### src/rtl/vector_wb_arbiter.sv
// Arbitrates the vector register-file write port between ALU results and load returns.
// One source owns the port for a whole BEATS-beat register write; bursts alternate round-robin.
module vector_wb_arbiter #(
  parameter int REGISTER_NUMBERS = 32,
  parameter int DATA_WIDTH       = 256,
  parameter int BEATS            = 4,
  localparam int RW              = $clog2(REGISTER_NUMBERS),
  localparam int BW              = (BEATS > 1) ? $clog2(BEATS) : 1
) (
  input  logic                  clk,
  input  logic                  rst,
  input  logic                  alu_valid,
  output logic                  alu_ready,
  input  logic [RW-1:0]         alu_wb_dest,
  input  logic [DATA_WIDTH-1:0] alu_wb_data,
  input  logic                  mem_valid,
  output logic                  mem_ready,
  input  logic [RW-1:0]         mem_wb_dest,
  input  logic [DATA_WIDTH-1:0] mem_wb_data,
  output logic                  rf_we,
  output logic [RW-1:0]         rf_addr,
  output logic [BW-1:0]         rf_beat,
  output logic [DATA_WIDTH-1:0] rf_wdata,
  output logic                  operation_done,
  output logic [RW-1:0]         alu_dest,
  output logic                  read_done,
  output logic [RW-1:0]         mem_dest
);

  typedef enum logic [1:0] {IDLE, ALU_BURST, MEM_BURST} state_t;

  localparam logic [BW-1:0] LAST_BEAT = BW'(BEATS - 1);

  state_t          state;
  logic [BW-1:0]   cnt;
  logic [RW-1:0]   lock_dest;
  logic            last_grant;

  logic            alu_acc;
  logic            mem_acc;
  logic            acc;
  logic            in_idle;
  logic            last_beat;
  logic [RW-1:0]   wr_dest;
  logic [BW-1:0]   wr_beat;
  logic [DATA_WIDTH-1:0] wr_data;

  // In IDLE the grant depends on who is asking; inside a burst only the owner is ever ready.
  always_comb begin
    alu_ready = 1'b0;
    mem_ready = 1'b0;
    case (state)
      IDLE: begin
        alu_ready = alu_valid & (~mem_valid | last_grant);
        mem_ready = mem_valid & (~alu_valid | ~last_grant);
      end
      ALU_BURST: alu_ready = 1'b1;
      MEM_BURST: mem_ready = 1'b1;
      default: begin
        alu_ready = 1'b0;
        mem_ready = 1'b0;
      end
    endcase
  end

  assign alu_acc   = alu_valid & alu_ready;
  assign mem_acc   = mem_valid & mem_ready;
  assign acc       = alu_acc | mem_acc;
  assign in_idle   = (state == IDLE);
  assign wr_dest   = in_idle ? (mem_acc ? mem_wb_dest : alu_wb_dest) : lock_dest;
  assign wr_beat   = in_idle ? '0 : cnt;
  assign wr_data   = mem_acc ? mem_wb_data : alu_wb_data;
  assign last_beat = in_idle ? (BEATS == 1) : (cnt == LAST_BEAT);

  always_ff @(posedge clk or posedge rst) begin
    if (rst) begin
      state          <= IDLE;
      cnt            <= '0;
      lock_dest      <= '0;
      last_grant     <= 1'b1;
      rf_we          <= 1'b0;
      rf_addr        <= '0;
      rf_beat        <= '0;
      rf_wdata       <= '0;
      operation_done <= 1'b0;
      alu_dest       <= '0;
      read_done      <= 1'b0;
      mem_dest       <= '0;
    end else begin
      rf_we          <= acc;
      operation_done <= alu_acc & last_beat;
      read_done      <= mem_acc & last_beat;
      if (acc) begin
        rf_addr  <= wr_dest;
        rf_beat  <= wr_beat;
        rf_wdata <= wr_data;
      end
      if (alu_acc & last_beat) alu_dest <= wr_dest;
      if (mem_acc & last_beat) mem_dest <= wr_dest;

      case (state)
        IDLE: begin
          if (acc) begin
            lock_dest  <= wr_dest;
            last_grant <= mem_acc;
            if (!last_beat) begin
              state <= mem_acc ? MEM_BURST : ALU_BURST;
              cnt   <= BW'(1);
            end
          end
        end
        ALU_BURST, MEM_BURST: begin
          // A missing valid simply stalls; ownership is kept until the final beat.
          if (acc) begin
            if (last_beat) begin
              state <= IDLE;
              cnt   <= '0;
            end else begin
              cnt <= cnt + 1'b1;
            end
          end
        end
        default: begin
          state <= IDLE;
          cnt   <= '0;
        end
      endcase
    end
  end

endmodule

### config.mk
export PLATFORM = sky130hd
export DESIGN_NAME = vector_wb_arbiter
export DESIGN_NICKNAME = d
export VERILOG_FILES = /design/src/rtl/vector_wb_arbiter.sv
export SDC_FILE = /design/constraint.sdc
export NUM_CORES = 1
export LEC_CHECK = 0
export BUFFER_PORTS_ARGS = -buffer_cell sky130_fd_sc_hd__buf_2
export CAP_MARGIN = 10
export CORE_AREA = 2 2 311 313
export CTS_CLUSTER_SIZE = 24
export DETAILED_ROUTE_END_ITERATION = 16
export DIE_AREA = 0 0 313 315
export PLACE_DENSITY = 0.36
export RECOVER_POWER = 25
export SLEW_MARGIN = 20
export SYNTH_ARGS = -nofsm -noshare
export SYNTH_HDL_FRONTEND = slang
export SYNTH_SLANG_ARGS = --single-unit
### constraint.sdc
create_clock -name clk -period 9.5 [get_ports clk]
set_input_delay 0.95 -clock clk [delete_from_list [all_inputs] [get_ports clk]]
set_output_delay 0.95 -clock clk [all_outputs]
set_load 0.01 [all_outputs]
Yosys cells after proc, flatten, opt, wreduce, memory -nomap -nowiden
Index checks and enable logic that the tools add are counted.
Word-level totals
  flip-flop bits (word level): 286
  output and inout port bits: 278
  word-level logic and storage cells: 55
Cells by class
  bitwise operators: 12
  reductions and logical operators: 5
  equality and inequality tests: 7
  $add $sub $neg: 1
  multiplexer cells: 18
Operators by type and width (count)
  256-bit 2-to-1 mux: 1
  2-bit 2-to-1 mux: 10
  5-bit 2-to-1 mux: 2
  2-bit inequality test (second input constant): 4
  2-bit one-hot mux with 2 select lines: 2
  1-bit bitwise AND: 6
  2-bit equality test (second input constant): 2
  1-bit one-hot mux with 2 select lines: 2
  4-bit AND reduction: 1
  1-bit inverter: 3
  1-bit bitwise OR: 3
  3-bit AND reduction: 1
  2-bit by 1-bit adder with 2-bit output (second input constant): 1
  2-bit by 1-bit equality test with 1-bit output (second input constant): 1
  2-bit logical NOT: 1
  2-bit AND reduction: 1
  2-bit OR reduction: 1
  1-bit 2-to-1 mux: 1

Depth between registers and ports, before layout
Gate-level depths: netlist (run 1).
  word-level depth: 9
  gate-level depth with buffers: 11
  depth with buffers taken out: 7

Least setup slack after synthesis (run 1)
Ideal clock, no wire load.
  kind: input -> output
  start point: input alu_valid
  end point: output alu_ready
  stages on the path: 3
  path slack: 6.959 ns
  arrival time: 1.591 ns
  data required time: 8.550 ns
  buffers on the path: 2
  path through: buf_2 > clkbuf_1 > a31o_2
On the way
  word-level cells in the longest chain between the ends: 2
Ends and longest elaborated chain
  start, declared: line 12  | input logic alu_valid,
  1-bit bitwise AND: line 54  | alu_ready = alu_valid & (~mem_valid | last_grant);
  1-bit one-hot mux with 2 select lines: line 52  | case (state)
  end, declared: line 13  | output logic alu_ready,
Every way passes these cells.

==> qor.txt, run 1 <==
most area-consuming cells after synthesis = dfrtp_1 49%, a31oi_1 11%, o21ai_0 9.1%, nand3_1 9.0%, nor3_1 8.9%
TritonCTS clock tree = done
Slew Viols, Final = 94
CTS Hold Bufs = 0
Vias = 16.8k
area leader, netlist = dfrtp_1
Max-cap violations = 1
Ys Warns = 0
# placed instances = 3,537
Critical Path AT = 4.72 ns
initial antenna violation count = 22
routed wire length = 77,100 um
GPL Wtd Cong = 0.892
HP Class = reg -> reg
grt total ovfl = 0
maximum root-to-sink buffer count = 3
Starting Density = 0.151
RSZ-0062 raised after global routing = false
Post-Syn Instances = 1,648
Synth cell types = 41
final hold violation count = 0
hpwl dp = 51,900 um
first-pass GRT wire length = 112,000 um
clk_lat worst skew = 0.58 ns
Final ANT Viol Nets = 0
Rows = 114
Fmax = 242 MHz
sequential area share after synthesis = 0.496
Die Width = 313 um
total power = 7.79 mW
Leakage = 8.81 nW
status = complete, but fails checks
worst hold path depth = 2
pin count of the biggest net entering global routing = 174
Pwr Density = 378 mW/mm^2
Crit path required time = 10.08 ns
CTS sink cnt = 286
period utilization = 0.436
slowest stage delay, CP = 2.49 ns
multi-input logic area = 0.00624 mm^2
Top-Level Pins = 804
Final Skew = 0.0225 ns
CTS clock-pin slew for the worst setup and hold paths = 0.05 ns
setup TNS = 0 ns
VDD IR max = 0.000293 V
NumNets Final = 2,835
H-tree depth = 2
Top FF cell, synth = dfrtp_1
Post-synth EDFFs = 0
endpoints failing setup = 0
Synth top area share = 0.495
Worst Reg-to-Reg Cells = 7
number of port buffers = 803
Final min period = 4.14 ns
syn nets = 2,180
drt first pass iters = 5
vias in the first global route = 16.6k
#FFs+latches synth = 286
All-Layer GR Usage = 0.147
Commonest cells post-synth = 285 x dfrtp_1, 262 x o21ai_0, 260 x nand3_1
cell depth of the worst setup path = 3
register area = 0.00716 mm^2
critical path endpoint category = async pin
area grow syn2layout = 42.9%
crit-path max FO = 94
Setup Fix Bufs, Post-CTS = 0
clk root buf = clkbuf_16
area of the mapped netlist = 0.0144 mm^2
buffer and inverter count on the worst path = 3
Startpoint Class = input port
CP Cell Sequence = buf_2 -> clkinvlp_2 -> buf_4
Synth async-reset ratio = 1.00
hold_ws = 0.470 ns
Via-to-Cell Ratio = 4.63
Slew HR = -2.05
die extent in y = 315 um
# DRC = 0
final non-filler cell total = 3,622
die area = 0.0986 mm^2
Worst-Margin Slew = 4.56 ns
share of cells above drive strength 1 = 0.380
core area = 0.0957 mm^2
most frequent cell after synthesis = dfrtp_1
average size of a mapped cell = 8.75 um^2
Setup CP Type = in -> async
total CTS buffers = 40
failing checks = capacitance limit, slew limit
Routed wire per std cell = 21.3 um
fillers = 10.7k
post-cts sizing count = 0
critical path's slowest cell = clkinvlp_2
Initial DRC Count = 1,186
Worst path top cell family by delay = buffers and inverters
## power breakdown
group	leakage [nW]	internal (mW)	switching [mW]	total, mW
sequential	3.37	1.88	0.332	2.21
clock	0.652	0.930	0.621	1.55
combinational	4.79	1.31	2.71	4.02
## cell usage in the layout, fill, tap and decap left out, types with 7 or more instances in the layout
| master | netlist | routed |
|---|---|---|
| buf_2 | 69 | 788 |
| dfrtp_1 | 285 | 285 |
| o21ai_0 | 262 | 262 |
| nand3_1 | 260 | 260 |
| a31oi_1 | 258 | 258 |
| nor3_1 | 256 | 256 |
| clkbuf_16 | 0 | 41 |
| clkbuf_1 | 115 | 24 |
| nand2_1 | 23 | 23 |
| buf_4 | 8 | 15 |
| diode_2 | 0 | 14 |
| a21oi_1 | 14 | 14 |
| clkbuf_8 | 0 | 12 |
| inv_1 | 11 | 9 |
| nand2b_1 | 7 | 7 |
## layer usage
layer,part of all wire,wire (um),track usage
met3,0.079,6060,0.0384
met4,0.020,1510,0.0402
met5,0.0011,88,0
met2,0.49,38100,0.250
met1,0.41,31400,0.183
## final timing paths
path | end | start | slack, ns
max | rf_wdata[37] | rst | 5.36
min | rf_beat[1] | rf_beat[1] | 0.47
max reg2reg | rf_wdata[239] | state[0] | 5.80
min reg2reg | rf_beat[1] | rf_beat[1] | 0.47
max in group clk | rf_wdata[239] | state[0] | 5.80
min in group asynchronous | rf_wdata[103] | rst | 1.71
## stage by stage
stage | worst slack (ns) | util | instance area [um^2]
3_3_place_gp | 5.65 | 0.201 | 19300
5_1_grt | 4.59 | 0.215 | 20600
2_1_floorplan | 0.659 | - | 14400
6_report | 5.36 | 0.215 | 20600
3_5_place_dp | 5.49 | 0.201 | 19300
4_1_cts | 5.82 | 0.215 | 20600
## logic make-up after synthesis
group           Yosys count  share of synthesized area
mux                       6                    0.00451
buf+inv                 221                     0.0734
fa+ha+maj                 6                    0.00521
simple gates            570                      0.199
flops                   286                      0.496
compound gates          559                      0.221
## state kept, by name, summed over array words and instances, names as in the netlist
register and count:
alu_dest 5, cnt 2, last_grant 1, lock_dest 5, mem_dest 5, operation_done 1, read_done 1, rf_addr 5
rf_beat 2, rf_wdata 256, rf_we 1, state 2
## tightest hold or removal path, stage by stage (launching register included)
cell     delay, ns
dfrtp_1       0.33
nand2_1       0.05
nand2_1       0.05
## layout make-up
type,count,area share
Tap cell,1276,0.0775
Inverter,12,0.00285
Sequential cell,286,0.347
Clock inverter,9,0.00480
Timing Repair Buffer,822,0.204
Multi-Input combinational cell,1141,0.303
Clock buffer,62,0.0590
Antenna cell,14,0.00170
(Power assumes the default switching activity.)
==> inputs of run 2 (changes only) <==
Settings changed: PLACE_DENSITY 0.36 to 0.37.
Clock period 9.5 ns to 3.8 ns, I/O delays scaled along.
==> qor.txt, run 2 (synthesis gave the netlist of run 1 again) <==
status = complete, but fails checks (unchanged)
failing checks = capacitance limit, slew limit (unchanged)
die area = 0.0986 mm^2 (unchanged)
Worst path top cell family by delay = buffers and inverters (unchanged)
CTS clock-pin slew for the worst setup and hold paths = 0.06 ns (was 0.05 ns)
maximum root-to-sink buffer count = 3 (unchanged)
Starting Density = 0.151 (unchanged)
Via-to-Cell Ratio = 4.53 (was 4.63)
Crit path required time = 4.27 ns (was 10.08 ns)
crit-path max FO = 29 (was 94)
number of port buffers = 803 (unchanged)
max FFs per register = 256 (unchanged)
CP Cell Sequence = dlygate4sd3_1 -> buf_2 -> clkinvlp_2 -> clkbuf_1 (was buf_2 -> clkinvlp_2 -> buf_4)
buffer and inverter count on the worst path = 4 (was 3)
Slew Viols, Final = 28 (was 94)
Int Power = 10.4 mW (was 4.12 mW)
DR top layer = met5 (unchanged)
setup ws final = 1.23 ns (was 5.36 ns)
Final ANT Viol Nets = 0 (unchanged)
commonest non-fill, non-tap cell in the layout = buf_2 (unchanged)
first-pass GRT wire length = 114,000 um (was 112,000 um)
RSZ-0062 raised after global routing = false (unchanged)
Rows = 114 (unchanged)
Switch Pwr = 9.43 mW (was 3.67 mW)
metal2 WL = 38,100 um (about the same)
Metal-1 WL = 31,400 um (about the same)
Fmax = 389 MHz
setup TNS = 0 ns (unchanged)
Initial DRC Count = 1,097 (was 1,186)
endpoints failing setup = 0 (unchanged)
area grow syn2layout = 44.8% (was 42.9%)
NumNets Final = 2,868 (was 2,835)
Max-cap violations = 1 (unchanged)
DP Worst Slack = 1.22 ns (was 5.49 ns)
share of cells above drive strength 1 = 0.348 (was 0.380)
VDD IR max = 0.00120 V (was 0.000293 V)
die extent in y = 315 um (unchanged)
clk root buf = clkbuf_16 (unchanged)
WL met3 = 5940 um (was 6060 um)
H-tree depth = 2 (unchanged)
most frequent cells in the layout = 700 x buf_2, 285 x dfrtp_1, 262 x o21ai_0 (was 788 x buf_2, 285 x dfrtp_1, 262 x o21ai_0)
Flop pwr share = 0.278 (was 0.284)
vias in the first global route = 16.7k (was 16.6k)
Top-Level Pins = 804 (unchanged)
Vias = 16.5k (was 16.8k)
routed wire length = 78,200 um (was 77,100 um)
All-Layer GR Usage = 0.150 (was 0.147)
initial antenna violation count = 23 (was 22)
Startpoint Class = input port (unchanged)
Pwr Density = 950 mW/mm^2 (was 378 mW/mm^2)
period utilization = 0.677
pin count of the biggest net entering global routing = 138 (was 174)
Final min period = 2.57 ns
grt total ovfl = 0 (unchanged)
hpwl dp = 54,700 um (was 51,900 um)
Net Sw Frac = 0.475 (was 0.471)
Setup CP Type = in -> async (unchanged)
Die Width = 313 um (unchanged)
Largest Register = rf_wdata (unchanged)
CTS sink cnt = 286 (unchanged)
Critical Path AT = 3.05 ns (was 4.72 ns)
final hold violation count = 0 (unchanged)
critical path's slowest cell = clkbuf_1 (was clkinvlp_2)
TritonCTS clock tree = done (unchanged)
Slew HR = -0.145 (was -2.05)
clk_lat worst skew = 0.57 ns (was 0.58 ns)
Final Skew = 0.0275 ns (was 0.0225 ns)
total CTS buffers = 40 (unchanged)
Leakage = 8.75 nW (was 8.81 nW)
clock share of power = 0.186 (was 0.199)
Comb pwr share = 0.536 (was 0.516)
HP Class = in -> reg (was reg -> reg)
GPL Wtd Cong = 0.807 (was 0.892)
Routed wire per std cell = 21.4 um (was 21.3 um)
core area = 0.0957 mm^2 (unchanged)
critical path endpoint category = async pin (unchanged)
post-cts sizing count = 0 (unchanged)
# DRC = 0 (unchanged)
slowest stage delay, CP = 0.99 ns (was 2.49 ns)
drt first pass iters = 8 (was 5)
Worst-Margin Slew = 1.71 ns (was 4.56 ns)
-- run 2: cell types whose count changed in the layout (fill, tap and decap cells not counted), sizes merged --
cell | before | now
clkbuf | 77 | 167
buf | 807 | 745
clkinv | 6 | 8
inv | 12 | 13
bufinv | 2 | 0
dlygate4sd3 | 0 | 1
-- run 2: layout make-up --
type | instances | area, um^2
Clock buffer | 58 | 1190
Timing Repair Buffer | 855 | 4530
Fill cell | 10900 | 74800
Sequential cell | 286 | 7160
Clock inverter | 10 | 61.3
Inverter | 12 | 58.8
Multi-Input combinational cell | 1141 | 6240
Tap cell | 1276 | 1600
Antenna cell | 14 | 35.0
-- run 2: stage by stage --
stage	cell area, um^2	instances	util	total power, mW	hold slack [ns]
after floorplan	14400	1648	-	11.8	0.479
after global placement	19700	3569	0.206	16.5	0.463
after detailed placement	19700	3569	0.206	16.5	0.465
after CTS	21000	3638	0.219	20.3	0.0240
after global routing	20900	3650	0.218	21.3	0.0538
final	20900	3652	0.218	19.8	0.0831
-- run 2: worst reg2reg max path, stage by stage, from the launching register on --
cell and delay (ns):
dfrtp_1 0.39, inv_1 0.10, ha_1 0.20, buf_4 0.20
and2_4 0.23, a21oi_4 0.21, buf_12 0.29, buf_4 0.55
nor3_1 0.14, a31oi_1 0.19
-- run 2: repair_timing --
item                      4_1_cts  5_1_grt
hold endpoints to repair       24        0
buffers inserted                0        0
hold buffers                    1        0
-- run 2: power groups by stage --
| stage | clock [mW] | combinational [mW] | sequential (mW) |
|---|---|---|---|
| finish | 3.70 | 10.6 | 5.51 |
| global route | 3.95 | 11.6 | 5.71 |
| CTS | 3.84 | 11.0 | 5.51 |
| detailed placement | 0 | 10.9 | 5.52 |
| global placement | 0 | 11.0 | 5.56 |
| floorplan | 0 | 5.67 | 6.14 |
-- run 2: per-layer routing --
| layer | vias to the layer above | GRT usage |
|---|---|---|
| met5 | - | 0.00629 |
| met3 | 116 | 0.0427 |
| met2 | 676 | 0.248 |
| met4 | 18 | 0.0567 |
| li1 | 7577 | - |
| met1 | 8145 | 0.183 |
-- run 2: path summary, 6_finish.rpt --
| kind | start | endpoint | slack (ns) | cells after the start |
|---|---|---|---|---|
| hold / removal | mem_wb_data[194] | rf_wdata[194] | 0.08 | 3 |
| hold reg to reg | alu_dest[4] | alu_dest[4] | 0.48 | 2 |
| setup reg to reg | state[0] | rf_wdata[207] | 1.25 | 9 |
| min in group asynchronous | rst | rf_wdata[172] | 0.78 | 3 |
| setup / recovery | rst | rf_wdata[128] | 1.23 | 4 |
| max in group clk | state[0] | rf_wdata[207] | 1.25 | 9 |
